File: src/rtl/pipe_stall_ctrl.sv
// Stall/flush sequencer for the 5-stage pipeline: merges hazard, redirect and memory waits.
// Define PIPE_PERF_CNT_EN to add the perf_stall_cyc/perf_flush_cnt/perf_mem_wait counters.
module pipe_stall_ctrl #(
  parameter int MAX_STALL = 64,
  parameter int CNT_W     = 32
) (
  input  logic             clk,
  input  logic             rst,
  input  logic             hazard_stall,
  input  logic             branch_taken,
  input  logic             imem_busy,
  input  logic             dmem_busy,
  output logic             pc_write,
  output logic             if_id_write,
  output logic             if_id_flush,
  output logic             id_ex_write,
  output logic             id_ex_flush,
  output logic             ex_mem_write,
  output logic             mem_wb_flush,
  output logic [1:0]       state,
  output logic             stall_timeout
`ifdef PIPE_PERF_CNT_EN
  ,
  output logic [CNT_W-1:0] perf_stall_cyc,
  output logic [CNT_W-1:0] perf_flush_cnt,
  output logic [CNT_W-1:0] perf_mem_wait
`endif
);

  localparam int SC_W = $clog2(MAX_STALL + 1);

  typedef enum logic [1:0] {
    RUN   = 2'd0,
    DWAIT = 2'd1,
    IWAIT = 2'd2
  } state_t;

  state_t          cur_state;
  state_t          next_state;
  logic            redir_pend;
  logic            next_redir;
  logic [SC_W-1:0] stall_cnt;

  assign state = cur_state;

  always_comb begin
    pc_write     = 1'b1;
    if_id_write  = 1'b1;
    if_id_flush  = 1'b0;
    id_ex_write  = 1'b1;
    id_ex_flush  = 1'b0;
    ex_mem_write = 1'b1;
    mem_wb_flush = 1'b0;
    next_state   = RUN;
    next_redir   = redir_pend;
    if (rst) begin
      pc_write     = 1'b0;
      if_id_write  = 1'b0;
      id_ex_write  = 1'b0;
      ex_mem_write = 1'b0;
      if_id_flush  = 1'b1;
      id_ex_flush  = 1'b1;
      mem_wb_flush = 1'b1;
      next_redir   = 1'b0;
    end else if (dmem_busy) begin
      // ID is frozen, so a pending redirect survives and branch/hazard will re-assert
      pc_write     = 1'b0;
      if_id_write  = 1'b0;
      id_ex_write  = 1'b0;
      ex_mem_write = 1'b0;
      mem_wb_flush = 1'b1;
      next_state   = DWAIT;
    end else if (imem_busy) begin
      pc_write    = 1'b0;
      if_id_flush = 1'b1;
      next_state  = IWAIT;
      if (hazard_stall) begin
        if_id_write = 1'b0;
        if_id_flush = 1'b0;
        id_ex_flush = 1'b1;
      end else if (branch_taken) begin
        pc_write   = 1'b1;
        next_redir = 1'b1;
      end
    end else if (redir_pend) begin
      // the fetch that just returned is from the wrong path
      pc_write    = 1'b0;
      if_id_flush = 1'b1;
      next_redir  = 1'b0;
    end else if (hazard_stall) begin
      pc_write    = 1'b0;
      if_id_write = 1'b0;
      id_ex_flush = 1'b1;
    end else if (branch_taken) begin
      if_id_flush = 1'b1;
    end
    if (if_id_flush) begin
      if_id_write = 1'b0;
    end
  end

  // State, redirect tracking and the saturating stall watchdog
  always_ff @(posedge clk) begin
    if (rst) begin
      cur_state     <= RUN;
      redir_pend    <= 1'b0;
      stall_cnt     <= '0;
      stall_timeout <= 1'b0;
    end else begin
      cur_state  <= next_state;
      redir_pend <= next_redir;
      if (pc_write) begin
        stall_cnt <= '0;
      end else if (stall_cnt != SC_W'(MAX_STALL)) begin
        stall_cnt <= stall_cnt + SC_W'(1);
      end
      if (!pc_write && (stall_cnt == SC_W'(MAX_STALL - 1))) begin
        stall_timeout <= 1'b1;
      end
    end
  end

`ifdef PIPE_PERF_CNT_EN
  always_ff @(posedge clk) begin
    if (rst) begin
      perf_stall_cyc <= '0;
      perf_flush_cnt <= '0;
      perf_mem_wait  <= '0;
    end else begin
      if (!pc_write) begin
        perf_stall_cyc <= perf_stall_cyc + CNT_W'(1);
      end
      if (if_id_flush) begin
        perf_flush_cnt <= perf_flush_cnt + CNT_W'(1);
      end
      if (cur_state != RUN) begin
        perf_mem_wait <= perf_mem_wait + CNT_W'(1);
      end
    end
  end
`endif

endmodule

File: config.mk
export PLATFORM = sky130hd
export DESIGN_NAME = pipe_stall_ctrl
export DESIGN_NICKNAME = d
export VERILOG_FILES = /design/src/rtl/pipe_stall_ctrl.sv
export SDC_FILE = /design/constraint.sdc
export NUM_CORES = 1
export LEC_CHECK = 0
export CELL_PAD_IN_SITES_DETAIL_PLACEMENT = 2
export CELL_PAD_IN_SITES_GLOBAL_PLACEMENT = 2
export CORE_MARGIN = 1
export CORE_UTILIZATION = 23
export DETAILED_ROUTE_END_ITERATION = 7
export GPL_TIMING_DRIVEN = 0
export PLACE_DENSITY = 0.79
export SLEW_MARGIN = 40
export SYNTH_ARGS = -nofsm -noshare
export SYNTH_HDL_FRONTEND = slang
export SYNTH_SLANG_ARGS = --single-unit
File: constraint.sdc
create_clock -name clk -period 1.36 [get_ports clk]
set_clock_uncertainty 0.05 [all_clocks]
set_input_delay 0.204 -clock clk [delete_from_list [all_inputs] [get_ports clk]]
set_output_delay 0.204 -clock clk [all_outputs]
set_load 0.02 [all_outputs]
==> qor.txt <==
Result of the run = completed
Number of buffers inserted during clock tree synthesis = 3
Slack of the critical path = 15.7 ps
Worst-path maximum fanout = 4
Core area = 2300 sq um
Crit. End Element = output port
Number of instances in the synthesized netlist = 65
Total of max-cap violations = 0
Rel. slew slack = 0.788
Cells on worst reg2reg path = 3
Antenna violations before repair = 0
Avg WL per Cell = 14.3 microns
Worst Setup Path Type = reg2out
Antenna diode count = 0
Arrival @ worst endpoint = 1090 ps
Number of enable-type register cells in the synthesized netlist = 0
Clock slew at the register clock pins of the worst setup and hold paths = 80 ps
P_sw = 0.209 mW
Library cell occupying the most area in the post-synthesis netlist = sky130_fd_sc_hd__dfxtp_1
Total congestion overflow = 0
Simple-gate area share of the yosys netlist = 0.336
Share of total power in the clock network = 0.323
Standby leakage power = 0.341 nW
Number of global-route vias before repair = 616
Post-synthesis share of cell area spent on xor and xnor gates = 0.0453
Post-placement setup slack = -726 ps
Most used flip-flop cell after synthesis = sky130_fd_sc_hd__dfxtp_1
Top cell types by occurrence after synthesis = sky130_fd_sc_hd__dfxtp_1, sky130_fd_sc_hd__nor2_1
Synth-to-layout area growth = 48.5%
Number of vias per cell after detailed routing = 4.90
Starting DRC count in detailed routing = 0
Initial DRT Pass Iterations = 1
Total number of vias = 564
Buffer type at the clock tree root = sky130_fd_sc_hd__clkbuf_4
Total routed wirelength = 1650 microns
Share of the clock period used by the worst path = 0.988
HPWL after detailed placement = 1170 microns
Internal power = 0.503 mW
CP Launch Type = register
Count of antenna-violating nets left after detailed routing = 0
Longest Clk Path Bufs = 2
CTS tree = built
Number of hold violations in the final report = 0
P per Cell Area = 826 nW/um^2
Unrepaired setup endpoints after global routing = yes
Timing endpoint of the critical path = if_id_flush
Worst R2R Start = stall_cnt[4]$_SDFFE_PP0P_
Net count after synthesis = 73
Final weighted congestion in routability-driven placement = 0.714
Post-synthesis instance area = 581 sq um
Class of the tightest hold or removal check = in2reg
Synth async-reset ratio = 0
Fraction of the mapped netlist area in adder cells = 0.0431
Net switching share of the total power = 0.293
Die H = 52.2 microns
Multiplexer share of the synthesized area = 0
Number of synthesis warnings = 0
Portion of total power attributed to combinational logic = 0.195
Combinational family with the most area after synthesis = simple AND/OR/NAND/NOR gates
Mean cell area of the mapped netlist = 8.93 sq um
Hold_ws = 155 ps
DIE AREA = 2730 sq um
Worst supply voltage drop on vdd = 0.470 mV
Post-synth top area share = 0.379
Die outline width = 52.2 microns
Count of buffers inserted at the top-level ports = 14
Library cell with the highest instance count after synthesis = sky130_fd_sc_hd__dfxtp_1
Peak clock frequency supported by timing = 744 MHz
Area fraction in compound gates after synthesis = 0.144
Starting density of the core = 0.253
Core utilization of the finished layout = 0.375
Max-slew violations = 0
Number of fillers in the final layout = 262
Worst Max-Slew Pin Slew = 317 ps
Seq pwr share = 0.482
H-tree depth = 1
Reg-to-Reg End = stall_cnt[2]$_SDFFE_PP0P_
Slack of the worst reg-to-reg path = 40 ps
Global-route usage over all layers = 0.142
Clock latency at the later pin of the worst-skew pair = 270 ps
IO Pins = 16
Data required time of the worst path = 1110 ps
Number of DRC violations after detailed routing = 0
NumNets Final = 96
Clk sink count = 11
Final-layout setup total negative slack = 0 ps
Number of register bits inferred by synthesis = 11
Number of rows created at floorplan = 17
Min cycle time layout = 1340 ps
Largest net degree at the start of global routing = 9
Post-synth cell types = 30
Setup violators final = 0
First-pass GRT wire length = 2810 microns
Source of the critical timing path = redir_pend$_SDFFE_PP0P_
Layout cells sized above 1 = 0.494
Tot Pwr = 0.712 mW
Sequential cell area fraction in the yosys report = 0.379
Biggest area contributors in the synthesized netlist = sky130_fd_sc_hd__dfxtp_1, sky130_fd_sc_hd__nor3_2, sky130_fd_sc_hd__ha_1
[cell type report]
| cell class | count | area, sq um | area share |
|---|---|---|---|
| Multi-Input combinational cell | 47 | 384 | 0.446 |
| Tap cell | 28 | 35.0 | 0.0406 |
| Buffer | 2 | 12.5 | 0.0145 |
| Inverter | 5 | 18.8 | 0.0218 |
| Clock buffer | 4 | 26.3 | 0.0305 |
| Sequential cell | 11 | 235 | 0.273 |
| Timing Repair Buffer | 18 | 150 | 0.174 |
[worst min-delay path by stage]
| stage | start | to | slack, ps | depth (start not counted) |
|---|---|---|---|---|
| floorplan | imem_busy | state[1]$_SDFF_PN0_ | 280 | 1 |
| global placement | stall_timeout$_SDFFE_PP0P_ | stall_timeout$_SDFFE_PP0P_ | 410 | 2 |
| detailed placement | stall_timeout$_SDFFE_PP0P_ | stall_timeout$_SDFFE_PP0P_ | 430 | 2 |
| CTS | rst | state[0]$_SDFF_PP0_ | 220 | 2 |
| global route | rst | state[0]$_SDFF_PP0_ | 160 | 2 |
| finish | rst | state[0]$_SDFF_PP0_ | 160 | 2 |
[timing repair]
item	in CTS	in global routing
endpoints found under the hold margin	0	0
resized for setup	49	12
endpoints found under the setup margin	17	11
hold buffers	0	0
setup buffers	3	1
pin swaps	6	6
[stage by stage]
step | area (sq um) | instances
floorplan | 596 | 65
global placement | 771 | 107
detailed placement | 771 | 107
CTS | 830 | 114
global route | 862 | 115
finish | 862 | 115
[cells in the final DEF (no fill, tap or decap), types with 2 or more instances in the layout]
master | synthesis | routed
sky130_fd_sc_hd__a21oi_1 | 4 | 4
sky130_fd_sc_hd__dfxtp_4 | 0 | 3
sky130_fd_sc_hd__dfxtp_1 | 11 | 5
sky130_fd_sc_hd__nor3_2 | 4 | 4
sky130_fd_sc_hd__nand3_2 | 1 | 2
sky130_fd_sc_hd__clkbuf_4 | 0 | 3
sky130_fd_sc_hd__dlygate4sd2_1 | 0 | 7
sky130_fd_sc_hd__buf_4 | 1 | 7
sky130_fd_sc_hd__xor2_1 | 2 | 2
sky130_fd_sc_hd__nor2_1 | 5 | 2
sky130_fd_sc_hd__dfxtp_2 | 0 | 3
sky130_fd_sc_hd__buf_6 | 0 | 2
sky130_fd_sc_hd__nor2_2 | 0 | 3
sky130_fd_sc_hd__nand3_1 | 4 | 3
sky130_fd_sc_hd__nor3_1 | 2 | 2
sky130_fd_sc_hd__o21ai_0 | 2 | 2
sky130_fd_sc_hd__inv_1 | 4 | 4
sky130_fd_sc_hd__o21ai_2 | 0 | 2
sky130_fd_sc_hd__or3_1 | 2 | 2
sky130_fd_sc_hd__nand2b_1 | 3 | 2
sky130_fd_sc_hd__buf_2 | 0 | 2
[critical path, cell delays in order (launching register included)]
cell,delay [ps]
sky130_fd_sc_hd__dfxtp_4,370
sky130_fd_sc_hd__nand2b_4,90
sky130_fd_sc_hd__o21ai_2,60
sky130_fd_sc_hd__a21o_1,170
sky130_fd_sc_hd__buf_6,130
[sequential cells by signal, summed over array words and instances (netlist names)]
name and count:
redir_pend 1, stall_cnt 7, state 2, stall_timeout 1
[metal layers]
metal	up-vias	track usage	wire length, microns
li1	274	-	-
met1	272	0.153	666
met2	14	0.259	893
met3	4	0.0261	65
met4	0	0.0789	19
met5	-	0	0
[cells by family (layout without fill, tap and decap cells)]
group	after synthesis	in the layout
flops	11	11
simple gates	29	29
xor+xnor	3	3
compound gates	13	13
buf+inv	7	29
fa+ha+maj	2	2
[power groups by stage]
stage / registers [mW] / clock network (mW) / logic [mW]
detailed placement: 0.353 / 0 / 0.134
finish: 0.343 / 0.230 / 0.139
floorplan: 0.353 / 0 / 0.0746
global placement: 0.351 / 0 / 0.129
global route: 0.345 / 0.254 / 0.152
CTS: 0.345 / 0.238 / 0.131
Power figures use the tool's default switching activity.
